### src/rtl/pipe_pkg.sv
// pipe_pkg: shared state type, counter width and default bundle widths for
// the pipeline stage registers.
package pipe_pkg;

    typedef enum logic [1:0] {
        EMPTY = 2'd0,
        ONE   = 2'd1,
        FULL  = 2'd2
    } pipe_state_t;

    localparam int unsigned PIPE_CNT_WIDTH = 32;

    localparam int unsigned ID_EX_WIDTH       = 433;
    localparam int unsigned ID_EX_CTRL_WIDTH  = 16;
    localparam int unsigned EX_MEM_WIDTH      = 146;
    localparam int unsigned EX_MEM_CTRL_WIDTH = 8;
    localparam int unsigned MEM_WB_WIDTH      = 104;
    localparam int unsigned MEM_WB_CTRL_WIDTH = 4;

endpackage

### src/rtl/pipe_perf_cnt.sv
// pipe_perf_cnt: pair of saturating event counters (stall / bubble), cleared
// only by reset. RST_VAL sets the value loaded on reset.
module pipe_perf_cnt
    import pipe_pkg::*;
#(
    parameter logic [PIPE_CNT_WIDTH-1:0] RST_VAL = '0
) (
    input  logic                      clk,
    input  logic                      reset,
    input  logic                      stall_inc,
    input  logic                      bubble_inc,
    output logic [PIPE_CNT_WIDTH-1:0] stall_cnt,
    output logic [PIPE_CNT_WIDTH-1:0] bubble_cnt
);

    logic [PIPE_CNT_WIDTH-1:0] stall_q, stall_d;
    logic [PIPE_CNT_WIDTH-1:0] bubble_q, bubble_d;

    always_comb begin
        stall_d  = stall_q;
        bubble_d = bubble_q;
        if (stall_inc && (stall_q != '1)) begin
            stall_d = stall_q + 1'b1;
        end
        if (bubble_inc && (bubble_q != '1)) begin
            bubble_d = bubble_q + 1'b1;
        end
    end

    always_ff @(posedge clk or negedge reset) begin
        if (!reset) begin
            stall_q  <= RST_VAL;
            bubble_q <= RST_VAL;
        end else begin
            stall_q  <= stall_d;
            bubble_q <= bubble_d;
        end
    end

    assign stall_cnt  = stall_q;
    assign bubble_cnt = bubble_q;

endmodule

### src/rtl/pipe_stage_reg.sv
// pipe_stage_reg: valid/ready pipeline register with a 2-entry skid buffer,
// flush, and control-bit masking on bubbles. PIPE_STAGE_PERF_EN adds counters.
module pipe_stage_reg
    import pipe_pkg::*;
#(
    parameter int unsigned WIDTH      = ID_EX_WIDTH,
    parameter int unsigned CTRL_WIDTH = ID_EX_CTRL_WIDTH
) (
    input  logic             clk,
    input  logic             reset,
    input  logic             flush,
    input  logic             in_valid,
    output logic             in_ready,
    input  logic [WIDTH-1:0] in_data,
    output logic             out_valid,
    input  logic             out_ready,
    output logic [WIDTH-1:0] out_data
`ifdef PIPE_STAGE_PERF_EN
    ,
    output logic [PIPE_CNT_WIDTH-1:0] stall_cnt,
    output logic [PIPE_CNT_WIDTH-1:0] bubble_cnt
`endif
);

    // Shifting by CTRL_WIDTH == WIDTH yields an all-ones mask; 0 yields none.
    localparam logic [WIDTH-1:0] CTRL_MASK = ~({WIDTH{1'b1}} << CTRL_WIDTH);

    logic             main_valid_q, main_valid_d;
    logic             skid_valid_q, skid_valid_d;
    logic [WIDTH-1:0] main_data_q, main_data_d;
    logic [WIDTH-1:0] skid_data_q, skid_data_d;
    logic             in_fire, out_fire;
    pipe_state_t      state;

    always_comb begin
        case ({skid_valid_q, main_valid_q})
            2'b01:   state = ONE;
            2'b11:   state = FULL;
            default: state = EMPTY;
        endcase
    end

    assign in_ready  = ~skid_valid_q;
    assign out_valid = main_valid_q;
    assign in_fire   = in_valid & in_ready;
    assign out_fire  = main_valid_q & out_ready;

    always_comb begin
        main_valid_d = main_valid_q;
        skid_valid_d = skid_valid_q;
        main_data_d  = main_data_q;
        skid_data_d  = skid_data_q;
        if (flush) begin
            main_valid_d = 1'b0;
            skid_valid_d = 1'b0;
        end else begin
            case (state)
                EMPTY: begin
                    if (in_fire) begin
                        main_valid_d = 1'b1;
                        main_data_d  = in_data;
                    end
                end
                ONE: begin
                    if (in_fire && out_fire) begin
                        main_data_d = in_data;
                    end else if (in_fire) begin
                        skid_valid_d = 1'b1;
                        skid_data_d  = in_data;
                    end else if (out_fire) begin
                        main_valid_d = 1'b0;
                    end
                end
                FULL: begin
                    if (out_fire) begin
                        main_data_d  = skid_data_q;
                        skid_valid_d = 1'b0;
                    end
                end
                default: ;
            endcase
        end
    end

    always_ff @(posedge clk or negedge reset) begin
        if (!reset) begin
            main_valid_q <= 1'b0;
            skid_valid_q <= 1'b0;
            main_data_q  <= '0;
            skid_data_q  <= '0;
        end else begin
            main_valid_q <= main_valid_d;
            skid_valid_q <= skid_valid_d;
            main_data_q  <= main_data_d;
            skid_data_q  <= skid_data_d;
        end
    end

    // Empty stage must never present live control bits downstream.
    assign out_data = main_valid_q ? main_data_q : (main_data_q & ~CTRL_MASK);

    skid_implies_main: assert property (
        @(posedge clk) disable iff (!reset) skid_valid_q |-> main_valid_q
    );

`ifdef PIPE_STAGE_PERF_EN
    pipe_perf_cnt u_perf (
        .clk        (clk),
        .reset      (reset),
        .stall_inc  (main_valid_q & ~out_ready),
        .bubble_inc (~main_valid_q),
        .stall_cnt  (stall_cnt),
        .bubble_cnt (bubble_cnt)
    );
`endif

endmodule

### config.mk
export PLATFORM = sky130hd
export DESIGN_NAME = pipe_stage_reg
export DESIGN_NICKNAME = d
export VERILOG_FILES = /design/src/rtl/pipe_pkg.sv /design/src/rtl/pipe_perf_cnt.sv /design/src/rtl/pipe_stage_reg.sv
export SDC_FILE = /design/constraint.sdc
export NUM_CORES = 1
export LEC_CHECK = 0
export CORE_AREA = 2 2 340 342
export CTS_CLUSTER_SIZE = 25
export DETAILED_ROUTE_END_ITERATION = 6
export DIE_AREA = 0 0 342 344
export SLEW_MARGIN = 20
export SYNTH_ARGS = -nofsm -noshare
export SYNTH_HDL_FRONTEND = slang
export SYNTH_SLANG_ARGS = --single-unit
export TNS_END_PERCENT = 1
### constraint.sdc
create_clock -name clk -period 2.06 [get_ports clk]
set_input_delay 0.618 -clock clk [delete_from_list [all_inputs] [get_ports clk]]
set_output_delay 0.618 -clock clk [all_outputs]
set_load 0.005 [all_outputs]
==> metrics.md <==
| Metric | Value |
|---|---|
| Final Setup Violations | ~640 |
| Synthesized area per cell | around 15 µm² |
| Final Cycle Share | 107% |
| Multi-input gate area | between 15000 and 20000 µm² |
| VDD IR max | between 0.0006 and 0.0007 V |
| Post-detail-place hpwl | about 78000 µm |
| Rows | between 100 and 150 |
| DRC Markers | 0 |
| Share of layout cells above drive strength 1 | between 40 and 50% |
| Fillcell total | 9992 |
| Power per cell area | just over 1000 nW/µm² |
| Placement Cell Area | 50200 µm² |
| Setup CP Type | register to register |
| Yosys warns | 0 |
| Area Overhead vs Synth | 31.9% |
| Total gr overflow | 0 |
| 1st-pass router iterations | 4 |
| Final WL | ~120000 µm |
| FF+latch area | ~22000 µm² |
| Met3 routed WL | between 9000 and 10000 µm |
| HP Class | primary input to async pin |
| # H-tree levels | 3 |
| Synth area leader | dfrtp_1 |
| Gp weighted congestion | between 0.7 and 0.8 |
| Startpoint types | register |
| Synthesized cell area | ~42000 µm² |
| #FFs+latches synth | 868 |
| Vias in the first global route | ~25000 |
| GRT Overall Usage | between 10% and 20% |
| Simple-gate share of the synthesized area | 0.336% |
| Layout Skew | approximately 0.041 ns |
| Full die area | roughly 120000 µm² |
| Min Clock Period, post-route | ~2.2 ns |
| Largest family of logic cells by synthesized area | multiplexers |
| Final instance area | about 55000 µm² |
| CTS tree | done |
| Final Hold Fails | 0 |
| Failing checks | negative setup slack |
| Fin worst setup slack | -0.140 ns |
| Worst path slowest cell | dfrtp_2 |
| Starting Density | roughly 37% |
| Post-layout util | between 40% and 50% |
| Synth area leaders | dfrtp_1 52%, mux2_2 25%, mux2_4 13% |
| # port buffers | about 870 |
| Place WS | -0.709 ns |
| Max stage delay on crit path | 0.43 ns |
| Static leakage | 26.1 nW |
| Slew Limit Fails | 0 |
| First-pass GRT wire length | 160000 µm |
| Post-Synth Adder-Cell Area | 0% |
| Mux cell area share after synthesis | a little under two fifths |
| Max layer used | met5 |
| Synth Area in XOR/XNOR | 0% |
| Compound-Gate Fraction of Synth Area | less than 1% |
| Max Cap Viol | 0 |
| Die width | between 300 and 400 µm |
| Routed WL per cell | 23.3 µm |
| Status | finished with violations |
| Worst setup EP type | register |
| Most used cell, CP | clkbuf_16 |
| WP data arrival | roughly 2.8 ns |
| RSZ-0062 raised after global routing | yes |
| Routed vias/inst | about 4.7 |
| Root buf cell | clkbuf_16 |
| Distinct cells, synth | 18 |
| Post-route met1 wirelength | roughly 47000 µm |
| Top cell type's share of synthesized area | about 52% |
| CTS Buf Count | 98 |
| Register area share after synthesis | ~52% |
| Final-stage net count | between 3000 and 4000 |
| Cells along the critical path | clkbuf_16 > buf_8 > nand2_4 > a211oi_4 > clkbuf_16 > buf_16 > buf_12 > mux2_2 |
| Worst rel slew slack | 72.1% |
| Clock Pin Slew Worst Setup and Hold Paths | about 0.060 ns |
| Synth Instances | roughly 2800 |
| Clock buffer depth | 3 |
| Die Y | approximately 340 µm |
| CP Data Required Time | between 2 and 3 ns |
| Worst-Margin Slew | between 0.4 and 0.5 ns |
| 1st-iter DRT viols | approximately 720 |
| CTS sink cnt | ~870 |
| Synthesized net count | between 3000 and 4000 |
| CP max FO | 14 |
| Latest clock arrival within the worst-skew pair | 0.68 ns |
| Initial antenna violation count | 43 |
| Met2 Wirelength | between 50000 and 60000 µm |
| Ports | just under 900 |
| Fmax | ~450 MHz |
| Largest net degree at the start of global routing | 73 |
| Core ar. | about 110000 µm² |
| Total number of vias | between 20000 and 25000 |
| Antenna Violating Nets Remaining | 0 |
[what timing repair did]
action | 4_1_cts | 5_1_grt
endpoints found under the setup margin | 846 | 894
pin swaps | 0 | 1
hold buffers | 1 | 0
buffers inserted | 2 | 5
endpoints found under the hold margin | 12 | 0
gates cloned | 2 | 24
resized for setup | 563 | 414
[sequential cells by signal (all words and copies together), names as in the netlist]
signal / flops
main_data_q: 433
skid_data_q: 433
out_valid: 1
skid_valid_q: 1
[where the power goes]
group          switching (mW)  leakage (nW)  internal [mW]
Combinational            4.32          14.0           9.12
Sequential               2.54          10.4           21.5
Clock                    7.39          1.69           10.9
[final cells by class]
type | count | area share (%)
clock buffer | 145 | 5.30
sequential | 868 | 39.2
multi-input combinational | 1326 | 31.5
timing repair buffer | 1040 | 19.7
tap | 1512 | 3.41
inverter | 2 | 0.0135
antenna | 28 | 0.126
clock inverter | 35 | 0.848
[placed cells by master, fill, tap and decap left out, types with 3 or more instances in the layout]
cell,Yosys,final
clkinv_16,0,3
buf_6,41,39
and2_1,16,4
buf_8,0,4
clkdlybuf4s15_1,0,38
clkdlybuf4s50_1,0,436
mux2_4,370,694
clkbuf_8,0,29
clkbuf_1,47,17
clkbuf_16,0,119
buf_2,19,3
buf_16,0,12
dlygate4sd2_1,0,378
and2_4,0,12
buf_4,455,52
buf_12,0,55
bufinv_16,0,8
diode_2,0,28
mux2_2,929,605
clkinv_2,0,20
dfrtp_1,868,867
[kinds of logic (layout without fill, tap and decap cells)]
logic type / after synthesis / in the layout
buf+inv: 565 / 1222
other cells: 0 / 28
simple gates: 22 / 22
compound gates: 5 / 5
mux: 1299 / 1299
flops: 868 / 868
[worst max-delay path, delay by kind of cell, from the launching register on]
family | cells | cell delay [ns]
buf+inv | 5 | 0.88
compound gates | 1 | 0.37
mux | 1 | 0.34
simple gates | 1 | 0.05
flops | 1 | 0.43
[Yosys cell counts]
library cell	number
a211oi_1	2
and2_1	16
or2_2	1
nand2_1	2
buf_1	1
buf_6	41
buf_2	19
buf_4	455
dfrtp_1	868
mux2_2	929
clkbuf_1	47
inv_1	2
o21ai_0	1
nand2b_4	1
nor2_1	1
mux2_4	370
a21oi_1	2
or4b_1	1
[layer usage]
metal  global-route usage, %  up-vias
met5                       0        -
met2                    29.5      660
met4                    7.48       34
met3                    6.63      206
met1                    21.3    12100
li1                        -    10400
[worst paths after layout]
| check | startpoint | to | slack, ns | cells past startpoint |
|---|---|---|---|---|
| max | out_valid | main_data_q[385] | -0.14 | 8 |
| min | reset | skid_data_q[238] | 0.50 | 2 |
| max reg2reg | out_valid | main_data_q[385] | -0.14 | 8 |
| min reg2reg | main_data_q[216] | main_data_q[216] | 0.50 | 1 |
| max in group asynchronous | reset | main_data_q[293] | 0.75 | 4 |
| min in group clk | main_data_q[216] | main_data_q[216] | 0.50 | 1 |
[stage by stage]
| step | total power [mW] | TNS (ns) | hold slack [ns] | cells |
|---|---|---|---|---|
| after floorplan | 32.7 | 0 | 0.322 | 2759 |
| after global placement | 37.5 | -563.51 | 0.484 | 4717 |
| after detailed placement | 37.7 | -558.57 | 0.490 | 4717 |
| after CTS | 55.0 | -83.18 | 0.437 | 4902 |
| after global routing | 58.5 | -79.89 | 0.462 | 4950 |
| final | 55.8 | -40.51 | 0.497 | 4956 |
(Power assumes the default switching activity.)
